<file path="src/rtl/modn_counter_pkg.sv">
// Shared definitions for the modulo-N up/down counter: direction and mode
// encodings plus the range check used for load values.
package modn_counter_pkg;

    localparam logic DIR_DOWN  = 1'b0;
    localparam logic DIR_UP    = 1'b1;

    localparam logic MODE_WRAP = 1'b0;
    localparam logic MODE_SAT  = 1'b1;

    // True when value lies inside the count range 0..modulus-1.
    function automatic logic modn_legal(input logic [31:0] value, input logic [31:0] modulus);
        return (value < modulus);
    endfunction

endpackage

</file>
<file path="src/rtl/modn_next_calc.sv">
// Combinational next-count calculation for the modulo-N counter. Computes the
// stepped value in both directions with wrap or saturate behaviour, the
// terminal-count flag and whether the step itself is out of range.
module modn_next_calc
    import modn_counter_pkg::*;
#(
    parameter int WIDTH   = 4,
    parameter int MODULUS = 14,
    parameter int STEP_W  = 2
) (
    input  logic [WIDTH-1:0]  count_i,
    input  logic [STEP_W-1:0] step_i,
    input  logic              up_down_i,
    input  logic              sat_i,
    output logic [WIDTH-1:0]  next_o,
    output logic              tc_o,
    output logic              step_illegal_o
);

    // Wide enough for count+step and count+MODULUS without overflow.
    localparam int CW = ((WIDTH > STEP_W) ? WIDTH : STEP_W) + 1;

    logic [CW-1:0] cnt_ext;
    logic [CW-1:0] stp_ext;
    logic [CW-1:0] mod_ext;
    logic [CW-1:0] res;

    assign cnt_ext = CW'(count_i);
    assign stp_ext = CW'(step_i);
    assign mod_ext = CW'(MODULUS);

    // Next count and terminal-count flag for the selected direction and mode.
    always_comb begin
        res            = cnt_ext;
        tc_o           = 1'b0;
        step_illegal_o = (stp_ext >= mod_ext);
        if (up_down_i == DIR_UP) begin
            if ((cnt_ext + stp_ext) >= mod_ext) begin
                if (sat_i == MODE_SAT) begin
                    res  = mod_ext - CW'(1);
                    tc_o = (cnt_ext != (mod_ext - CW'(1)));
                end else begin
                    res  = cnt_ext + stp_ext - mod_ext;
                    tc_o = 1'b1;
                end
            end else begin
                res = cnt_ext + stp_ext;
            end
        end else begin
            if (stp_ext > cnt_ext) begin
                if (sat_i == MODE_SAT) begin
                    res  = '0;
                    tc_o = (cnt_ext != '0);
                end else begin
                    res  = cnt_ext + mod_ext - stp_ext;
                    tc_o = 1'b1;
                end
            end else begin
                res = cnt_ext - stp_ext;
            end
        end
    end

    assign next_o = res[WIDTH-1:0];

endmodule

</file>
<file path="src/rtl/modn_updown_counter.sv">
// Modulo-N up/down counter with load, enable, programmable step and
// wrap/saturate mode. All outputs are registered. Defining MODN_WRAP_CNT_EN
// adds the wrap_count output, a free-running count of wrap events.
module modn_updown_counter
    import modn_counter_pkg::*;
#(
    parameter int WIDTH      = 4,
    parameter int MODULUS    = 14,
    parameter int STEP_W     = 2,
    parameter int WRAP_CNT_W = 8
) (
    input  logic              clock,
    input  logic              reset,
    input  logic              en,
    input  logic              load,
    input  logic [WIDTH-1:0]  data_in,
    input  logic              up_down,
    input  logic [STEP_W-1:0] step,
    input  logic              sat,
    output logic [WIDTH-1:0]  count,
    output logic              tc,
    output logic              err
`ifdef MODN_WRAP_CNT_EN
    ,
    output logic [WRAP_CNT_W-1:0] wrap_count
`endif
);

    if (MODULUS < 2) begin : g_chk_mod_min
        $error("modn_updown_counter: MODULUS must be at least 2");
    end
    if (MODULUS > (2 ** WIDTH)) begin : g_chk_mod_max
        $error("modn_updown_counter: MODULUS must not exceed 2**WIDTH");
    end
    if (WRAP_CNT_W < 1) begin : g_chk_wrap_w
        $error("modn_updown_counter: WRAP_CNT_W must be at least 1");
    end

    logic [WIDTH-1:0] count_q, count_d;
    logic             tc_q, tc_d;
    logic             err_q, err_d;

    logic [WIDTH-1:0] calc_next;
    logic             calc_tc;
    logic             calc_step_ill;
    logic             load_ok;

    modn_next_calc #(
        .WIDTH   (WIDTH),
        .MODULUS (MODULUS),
        .STEP_W  (STEP_W)
    ) u_next (
        .count_i        (count_q),
        .step_i         (step),
        .up_down_i      (up_down),
        .sat_i          (sat),
        .next_o         (calc_next),
        .tc_o           (calc_tc),
        .step_illegal_o (calc_step_ill)
    );

    assign load_ok = modn_legal(32'(data_in), 32'(MODULUS));

    // Priority chain: legal load, then count (an illegal load still counts), hold.
    always_comb begin
        count_d = count_q;
        tc_d    = 1'b0;
        err_d   = 1'b0;
        if (load && load_ok) begin
            count_d = data_in;
        end else begin
            err_d = load;
            if (en) begin
                if (calc_step_ill) begin
                    err_d = 1'b1;
                end else if (step != '0) begin
                    count_d = calc_next;
                    tc_d    = calc_tc;
                end
            end
        end
    end

    // Count and event-pulse registers with synchronous active-low reset.
    always_ff @(posedge clock) begin
        if (!reset) begin
            count_q <= '0;
            tc_q    <= 1'b0;
            err_q   <= 1'b0;
        end else begin
            count_q <= count_d;
            tc_q    <= tc_d;
            err_q   <= err_d;
        end
    end

    assign count = count_q;
    assign tc    = tc_q;
    assign err   = err_q;

`ifdef MODN_WRAP_CNT_EN
    logic [WRAP_CNT_W-1:0] wrap_cnt_q, wrap_cnt_d;

    // In wrap mode every terminal count is a wrap; saturation hits are not counted.
    always_comb begin
        wrap_cnt_d = wrap_cnt_q;
        if (tc_d && (sat == MODE_WRAP)) begin
            wrap_cnt_d = wrap_cnt_q + WRAP_CNT_W'(1);
        end
    end

    // Wrap-event counter, cleared only by reset and rolling over naturally.
    always_ff @(posedge clock) begin
        if (!reset) begin
            wrap_cnt_q <= '0;
        end else begin
            wrap_cnt_q <= wrap_cnt_d;
        end
    end

    assign wrap_count = wrap_cnt_q;
`endif

endmodule
</file>
<file path="config.mk">
export PLATFORM = sky130hd
export DESIGN_NAME = modn_updown_counter
export DESIGN_NICKNAME = d
export VERILOG_FILES = /design/src/rtl/modn_counter_pkg.sv /design/src/rtl/modn_next_calc.sv /design/src/rtl/modn_updown_counter.sv
export SDC_FILE = /design/constraint.sdc
export NUM_CORES = 1
export LEC_CHECK = 0
export BUFFER_PORTS_ARGS = -buffer_cell sky130_fd_sc_hd__buf_4
export CAP_MARGIN = 20
export CORE_MARGIN = 8
export CORE_UTILIZATION = 52
export CTS_CLUSTER_SIZE = 14
export DETAILED_ROUTE_END_ITERATION = 12
export HOLD_SLACK_MARGIN = 0.1
export PLACE_DENSITY_LB_ADDON = 0.05
export SLEW_MARGIN = 10
export SYNTH_ARGS = -nofsm -noshare
export SYNTH_HDL_FRONTEND = slang
export SYNTH_SLANG_ARGS = --single-unit
</file>
<file path="constraint.sdc">
create_clock -name clock -period 2.3 [get_ports clock]
set_input_delay 0 -clock clock [delete_from_list [all_inputs] [get_ports clock]]
set_output_delay 0 -clock clock [all_outputs]
set_load 0.005 [all_outputs]
</file>
==> results.cfg, run 1 <==
[synth]
syn_inst = 102
syn_nets = 123
synth_top_family_by_area = compound AO/OA/AOI/OAI gates
muxShareOfSynthArea_pct = 1.91
syn_area_um2 = 786
ys_types = 39
yosysWarnings = 0
synth-xor-area-share_pct = 0
synth-simple-area-share_pct = 23.9
synth_compound_area_share_pct = 33.1
netlist_top_cells_area = dfxtp_1 (15%), ha_1 (9.6%), fa_1 (7.6%)
avgSynthCellArea_um2 = 7.70
synth_seq_cells = 6
synth-seq-area-share_pct = 15.3
synth_top_area_share_pct = 15.3
yosysTopAreaCell = dfxtp_1
synth_fa_ha_area_share_pct = 17.2

[finish]
layout.cells.non_filler = 140
fillCellCount = 123
nets = 147
final_cell_area_um2 = 1020
diodes = 0
utilization_pct = 70.1
drive_gt1_share_pct = 26.6
area_growth_pct = 29.8

[grt]
track_usage_pct = 17.6
gr-total-overflow = 0
grt_pass1_wl_um = 3950
grt_pass1_vias = 856
grt_antenna_before_repair = 0
grt_max_degree = 20

[critical_path]
critPathBufInv = 0
crit_family = adder cells
critPathMaxStageDelay_ns = 0.64
cp.required_ns = 2.42
cp-startpoint = count[0]
worstSetupStartpointType = flip-flop
cp.depth = 7
crit_path_top_delay_cell = fa_2
arrival_ns = 2.26
critPathCapture = count[2]
regToRegStartpoint = count[0]
r2r_end = count[2]
path_cells = ha_1 -> fa_2 -> nand2_1 -> nor4_2 -> a311oi_1 -> a211oi_1 -> o22ai_1
cp_max_fo = 9
reg2reg_depth = 7
criticalPathCategory = reg2reg
cp-end-kind = flip-flop
reg2reg_setup_slack_ns = 0.15

[place]
gp_congestion = 0.803
dp_slack_ns = 0.109
numPortBuffers = 17
dp_hpwl_um = 1690
placed_cell_area_um2 = 922
dp_cells = 131

[sta]
setup_viol = 0
timing_worst_slew_pin_value_ns = 0.657
final_max_slew_viol_count = 0
hold_violations = 0
fmax_mhz = 466
fin_ws_ns = 0.155
setup_tns_ns = 0
grt_setup_unrepaired = false
holdWs_ns = 0.101
skew_ns = 0.00346
fin_crit_sh_pct = 93.3
slew_headroom_pct = 56.1
min_period_ns = 2.15

[hold_path]
hp-class = in2reg
min_path_cells = 3

[power_and_ir_drop]
ir_worst_vdd_mv = 0.219
pwr-share-clk_pct = 22.4
power_frac_seq_pct = 27.6
intPower_mw = 0.277
p_total_mw = 0.450
power.switching_mw = 0.173
switching_share_pct = 38.4
combPwrFrac_pct = 50.0
power_per_cell_area_nw_per_um2 = 441
p_leak_nw = 0.467

[route]
ant_nets = 0
dr.pass1.iters = 4
dr.first_iter.drc_count = 30
wirelength_um = 2360
viasPerCell = 6.57
routedWlPerCell_um = 16.9
route.detailed.drc = 0
vias = 920

[clock_tree]
clockBufferDepth = 2
cts_tree = yes
post_cts.repair.setup_buffers = 0
cts_num_sinks = 6
clk_pin_slew_worst_paths_ns = 0.05
insertion_delay_ns = 0.25
cts_max_level = 1
cts_inserted_buffers = 3
cts-root-buf = clkbuf_4

[floorplan]
fp.dieH_um = 54.9
die_w_um = 54.9
core_um2 = 1450
die_area_um2 = 3010
fp-row-count = 14
boundaryPins = 18
initial_core_util_pct = 54.0

[flow_run]
maxCapViolCount = 0

[run_status]
status = complete, no violations
==> registers in the layout (all words and copies together), names as in the netlist <==
name and count:
tc 1, count 4, err 1
==> kinds of logic after synthesis <==
kind of cell / after synthesis
buf+inv: 16
flops: 6
compound gates: 36
mux: 1
fa+ha+maj: 9
simple gates: 34
==> power by group through the flow <==
stage / Sequential, mW / Clock (mW) / Combinational (mW)
2_1_floorplan: 0.124 / 0 / 0.141
3_3_place_gp: 0.125 / 0 / 0.201
3_5_place_dp: 0.126 / 0 / 0.208
4_1_cts: 0.124 / 0.100 / 0.218
5_1_grt: 0.126 / 0.105 / 0.247
6_report: 0.124 / 0.101 / 0.225
==> area by class of cell <==
type	instances	area, um2	share of cell area (%)
multi-input combinational	80	613	60.1
timing repair buffer	26	210	20.6
sequential	6	120	11.8
inverter	9	33.8	3.31
clock buffer	3	22.5	2.21
tap	16	20.0	1.96
==> what timing repair did <==
item                                    in CTS  in global routing
hold buffers                                 6                  0
hold endpoints to repair                     5                  0
gates resized for setup                      0                  3
endpoints found under the setup margin       0                  3
==> Yosys cell counts <==
cell,count
nor3b_1,1
a311oi_1,1
nand2_1,8
or3_1,2
a211oi_1,3
nand4_1,1
a31oi_1,3
a221o_1,1
o22ai_1,1
o31a_2,1
o211a_1,2
o21a_1,1
mux2_4,1
nor4b_1,1
a21oi_1,7
dfxtp_1,6
nor3_1,2
buf_2,6
nor2_2,1
o21ai_0,5
nor2_1,4
nor2b_4,1
nor4_1,2
fa_1,3
o21ai_1,1
nand3_1,6
o211ai_1,2
inv_1,9
and3_1,4
o31ai_1,2
a311o_1,1
a21oi_2,1
ha_1,6
a41o_1,1
nor3_2,1
o311ai_1,1
clkbuf_1,1
o41ai_2,1
a21boi_1,1
==> cells in the final DEF, fill, tap and decap left out, types with 2 or more instances in the layout <==
master	n
a21oi_1	7
nand2_1	8
or3_1	2
a211oi_1	3
ha_1	6
clkbuf_4	3
nor4_2	2
inv_1	9
fa_1	2
and3_1	4
a31oi_1	3
nand3_1	6
o31ai_1	2
nor2_1	4
o21ai_0	5
dlygate4sd3_1	6
o211a_1	2
buf_4	20
dfxtp_1	6
o211ai_1	2
nor3_1	2
==> per-layer routing <==
metal  GRT usage [%]  part of all wire, %
met2            31.1                   51
met1            20.8                   38
met4            7.38                  3.2
met5               0                    0
met3            1.90                  7.5
==> worst min-delay path by stage <==
stage	start	endpoint	slack, ns
2_1_floorplan	reset	count[3]	0.14
3_3_place_gp	load	err	0.27
3_5_place_dp	load	err	0.27
4_1_cts	data_in[2]	count[2]	0.10
5_1_grt	data_in[2]	count[2]	0.13
6_report	data_in[2]	count[2]	0.10
==> worst min-delay path, cell delays in order <==
cell and delay, ns:
buf_4 0.08, a31oi_1 0.07, o22ai_1 0.15
No activity file was read; power rests on OpenSTA's default activity.
==> inputs of run 2 (changes only) <==
Settings changed: CORE_UTILIZATION 52 to 56.
Clock period 2.3 ns to 2.6 ns, I/O delays scaled along.
==> run 2 against run 1 <==
Critical path depth grew 3. Total power shrank 14%. Die area shrank 5.1%. Flip-flop and latch count is the same. Via count shrank 1.6%. Global-route usage shrank 1.1 points. Maximum frequency shrank 7.1%. Count of clock-buffer cells in the layout is the same. Wire length shrank 8.9%. First-iteration DRC count grew 27%. Combinational power shrank 19%. Sequential share of layout area grew 0.37 points. Critical path type unchanged.
==> results.cfg, run 2 (synthesis gave the netlist of run 1 again) <==
[run_status]
status = complete, no violations

[finish]
mostFrequentLayoutCells = buf_4 (18), inv_1 (9), nand2_1 (8)
area_growth_pct = 25.8
drive_gt1_share_pct = 23.0
multi_input_area_um2 = 598
layout_commonest_cell = buf_4
fillCellCount = 109
diodes = 0
ff_latch_area_um2 = 120
final_cell_area_um2 = 988
nets = 145
largest_register_ffs = 4

[sta]
fmax_mhz = 433
final_max_slew_viol_count = 0
skew_ns = 0.00859
fin_crit_sh_pct = 88.9
grt_setup_unrepaired = false
hold_violations = 0
setup_tns_ns = 0
holdWs_ns = 0.108
min_period_ns = 2.31
slew_headroom_pct = 57.4
setup_viol = 0
timing_worst_slew_pin_value_ns = 0.638

[clock_tree]
cts-root-buf = clkbuf_4
clockBufferDepth = 2
clk_pin_slew_worst_paths_ns = 0.04
cts_inserted_buffers = 3
cts_tree = yes
insertion_delay_ns = 0.25
post_cts.repair.setup_buffers = 0
cts_max_level = 1
cts_num_sinks = 6

[floorplan]
die_w_um = 53.5
fp.dieH_um = 53.5
initial_core_util_pct = 60.4
core_um2 = 1300
boundaryPins = 18
fp-row-count = 13
die_area_um2 = 2860

[grt]
grt_pass1_wl_um = 3640
track_usage_pct = 16.5
grt_max_degree = 20
grt_pass1_vias = 805
grt_antenna_before_repair = 0
gr-total-overflow = 0

[route]
viasPerCell = 6.61
routedWlPerCell_um = 15.7
vias = 905
dr.pass1.iters = 4
wirelength_um = 2150
dr.first_iter.drc_count = 38
route.detailed.drc = 0
ant_nets = 0

[critical_path]
criticalPathCategory = reg2reg
critPathMaxStageDelay_ns = 0.52
cp.required_ns = 2.77
arrival_ns = 2.48
path_cells = ha_1 -> inv_1 -> ha_1 -> inv_1 -> fa_1 -> nor2_1 -> nor2_1 -> o31ai_1 -> nand2_1 -> o22ai_1
reg2reg_depth = 10
worstSetupStartpointType = flip-flop
reg2reg_setup_slack_ns = 0.29
cp-startpoint = count[1]
r2r_end = count[2]
crit_path_top_delay_cell = dfxtp_1
regToRegStartpoint = count[1]
critPathCapture = count[2]
cp_max_fo = 8
cp-end-kind = flip-flop

[power_and_ir_drop]
ir_worst_vdd_mv = 0.204
p_total_mw = 0.386
p_leak_nw = 0.457
power_per_cell_area_nw_per_um2 = 390

[flow_run]
maxCapViolCount = 0

[place]
placed_cell_area_um2 = 906
dp_hpwl_um = 1560
gp_congestion = 0.849
numPortBuffers = 17

[hold_path]
hp-class = in2reg
==> run 2: worst min-delay path by stage <==
stage / from / end / slack, ns / cells past startpoint
global route: data_in[2] / count[2] / 0.14 / 3
global placement: load / err / 0.28 / 2
finish: data_in[2] / count[2] / 0.11 / 3
detailed placement: load / err / 0.28 / 2
CTS: data_in[2] / count[2] / 0.10 / 3
floorplan: reset / count[3] / 0.14 / 2
==> run 2: layout make-up <==
type	count	area share, %
clock buffer	3	2.28
multi-input combinational	80	60.5
sequential	6	12.2
timing repair buffer	24	19.7
inverter	9	3.42
tap	15	1.90
==> run 2: routing by layer <==
metal / up-vias / global-route usage, % / share of wire (%)
met5: - / 0 / 0
met4: 0 / 6.30 / 1.4
met3: 5 / 3.08 / 11
met2: 50 / 26.8 / 46
met1: 427 / 20.9 / 42
li1: 423 / - / -
==> run 2: report_power, final <==
part           internal (mW)  total (mW)  switching [mW]
combinational         0.0861       0.183          0.0971
clock                 0.0524      0.0896          0.0372
sequential            0.0990       0.113          0.0138
==> run 2: worst max-delay path: cells and delay by family, from the launching register on <==
family	cells	cell delay (ns)
compound gates	2	0.41
fa+ha+maj	3	0.92
buf+inv	2	0.13
flops	1	0.52
simple gates	3	0.25
==> run 2: stage by stage <==
step / utilization, % / cells / worst slack (ns)
2_1_floorplan: - / 102 / 0.508
3_3_place_gp: 69.6 / 128 / 0.443
3_5_place_dp: 69.6 / 128 / 0.325
4_1_cts: 76.0 / 137 / 0.302
5_1_grt: 76.0 / 137 / 0.0989
6_report: 76.0 / 137 / 0.290
==> run 2: repair_timing <==
item / in CTS / in global routing
setup endpoints to repair: 0 / 0
endpoints found under the hold margin: 6 / 0
resized for setup: 0 / 0
hold buffers: 6 / 0
==> inputs of run 3 (changes only) <==
==> constraint.sdc (replaced) <==
create_clock -name clock -period 2.6 [get_ports clock]
set_input_delay 0.26 -clock clock [delete_from_list [all_inputs] [get_ports clock]]
set_output_delay 0.26 -clock clock [all_outputs]
set_load 0.005 [all_outputs]
==> run 3 against run 2 <==
Clock power up 2%. Global-route usage is 0.54 points lower. Wire length is 4.6% lower. Core utilization fell by 4.6 points. Critical endpoint unchanged.
==> results.cfg, run 3 (synthesis gave the netlist of run 1 again) <==
[clock_tree]
cts_num_sinks = 6
clk_pin_slew_worst_paths_ns = 0.05
cts_tree = yes
clockBufferDepth = 2
insertion_delay_ns = 0.25
hold_buffers = 0
cts_max_level = 1
post_cts.repair.setup_buffers = 0
cts_resized = 0
cts_inserted_buffers = 3
cts-root-buf = clkbuf_4

[sta]
min_period_ns = 2.27
setup_tns_ns = 0
fin_crit_sh_pct = 87.2
hold_violations = 0
setup_viol = 0
fmax_mhz = 441
final_max_slew_viol_count = 0
timing_worst_slew_pin_value_ns = 0.611
slew_headroom_pct = 59.2
skew_ns = 0.00370
grt_setup_unrepaired = false

[route]
dr.first_iter.drc_count = 18
route.detailed.drc = 0
vias = 830
dr.pass1.iters = 4
ant_nets = 0
viasPerCell = 6.34
wirelength_um = 2050
routedWlPerCell_um = 15.7

[place]
numPortBuffers = 17
dp_cells = 128
dp_hpwl_um = 1560
gp_congestion = 0.870

[power_and_ir_drop]
p_total_mw = 0.376
ir_worst_vdd_mv = 0.299
p_leak_nw = 0.431
power_per_cell_area_nw_per_um2 = 405

[flow_run]
maxCapViolCount = 0

[floorplan]
fp.dieH_um = 53.5
fp-row-count = 13
die_area_um2 = 2860
die_w_um = 53.5
initial_core_util_pct = 60.4
core_um2 = 1300
boundaryPins = 18

[critical_path]
path_cells = ha_1 -> inv_1 -> ha_1 -> inv_1 -> fa_1 -> nor2_1 -> nor2_1 -> o31ai_1 -> nand2_1 -> o22ai_1
critPathMaxStageDelay_ns = 0.51
cp_max_fo = 8
crit_path_top_delay_cell = dfxtp_1
arrival_ns = 2.44
cp.required_ns = 2.77
worstSetupStartpointType = flip-flop
criticalPathCategory = reg2reg
cp-end-kind = flip-flop

[grt]
grt_max_degree = 20
track_usage_pct = 16.0
grt_pass1_wl_um = 3480
grt_antenna_before_repair = 0
grt_pass1_vias = 755
gr-total-overflow = 0

[hold_path]
hp-class = in2reg

[finish]
area_growth_pct = 18.2
largest_register_ffs = 4
layout_commonest_cell = buf_4
utilization_pct = 71.3
drive_gt1_share_pct = 24.1
diodes = 0
layout.cells.non_filler = 131
nets = 139
mostFrequentLayoutCells = buf_4 (18), inv_1 (9), nand2_1 (8)

[run_status]
status = complete, no violations
run 3: cell count changes in the layout (fill, tap and decap cells not counted), sizes merged:
cell	before	now
dlygate4sd3	6	0
run 3: cell type report:
class                      count  area, um2
inverter                       9       33.8
multi-input combinational     80        598
timing repair buffer          18        135
fill                         110        373
tap                           15       18.8
sequential                     6        120
clock buffer                   3       22.5
run 3: through the flow:
| step | cell area, um2 | setup WS (ns) | hold slack, ns |
|---|---|---|---|
| final | 928 | 0.332 | 0.272 |
| after global routing | 928 | 0.110 | 0.293 |
| after CTS | 928 | 0.339 | 0.277 |
| after detailed placement | 906 | 0.363 | 0.530 |
| after global placement | 906 | 0.400 | 0.534 |
| after floorplan | 786 | 0.508 | 0.400 |
run 3: power by group:
group          switching, mW  internal (mW)
Clock                 0.0386         0.0526
Sequential            0.0134         0.0989
Combinational         0.0933         0.0793
Total                  0.145          0.231
run 3: worst max-delay path, delay by kind of cell, from the launching register on:
family / cells / cell delay (ns)
AO/OA/AOI/OAI: 2 / 0.39
adder cells (fa/ha/maj): 3 / 0.92
buffers and inverters: 2 / 0.13
flip-flops: 1 / 0.51
AND/OR/NAND/NOR: 3 / 0.24
run 3: path summary, 6_finish.rpt:
kind	startpoint	slack, ns	endpoint	cells past startpoint
max	count[1]	0.33	count[2]	10
min	load	0.27	err	2
max reg2reg	count[1]	0.33	count[2]	10
min reg2reg	count[0]	0.70	tc	2
run 3: routing by layer:
layer | GRT usage [%] | wire [um]
met3 | 6.44 | 185
met1 | 20.6 | 909
met2 | 24.0 | 933
met4 | 3.78 | 23
met5 | 0 | 0
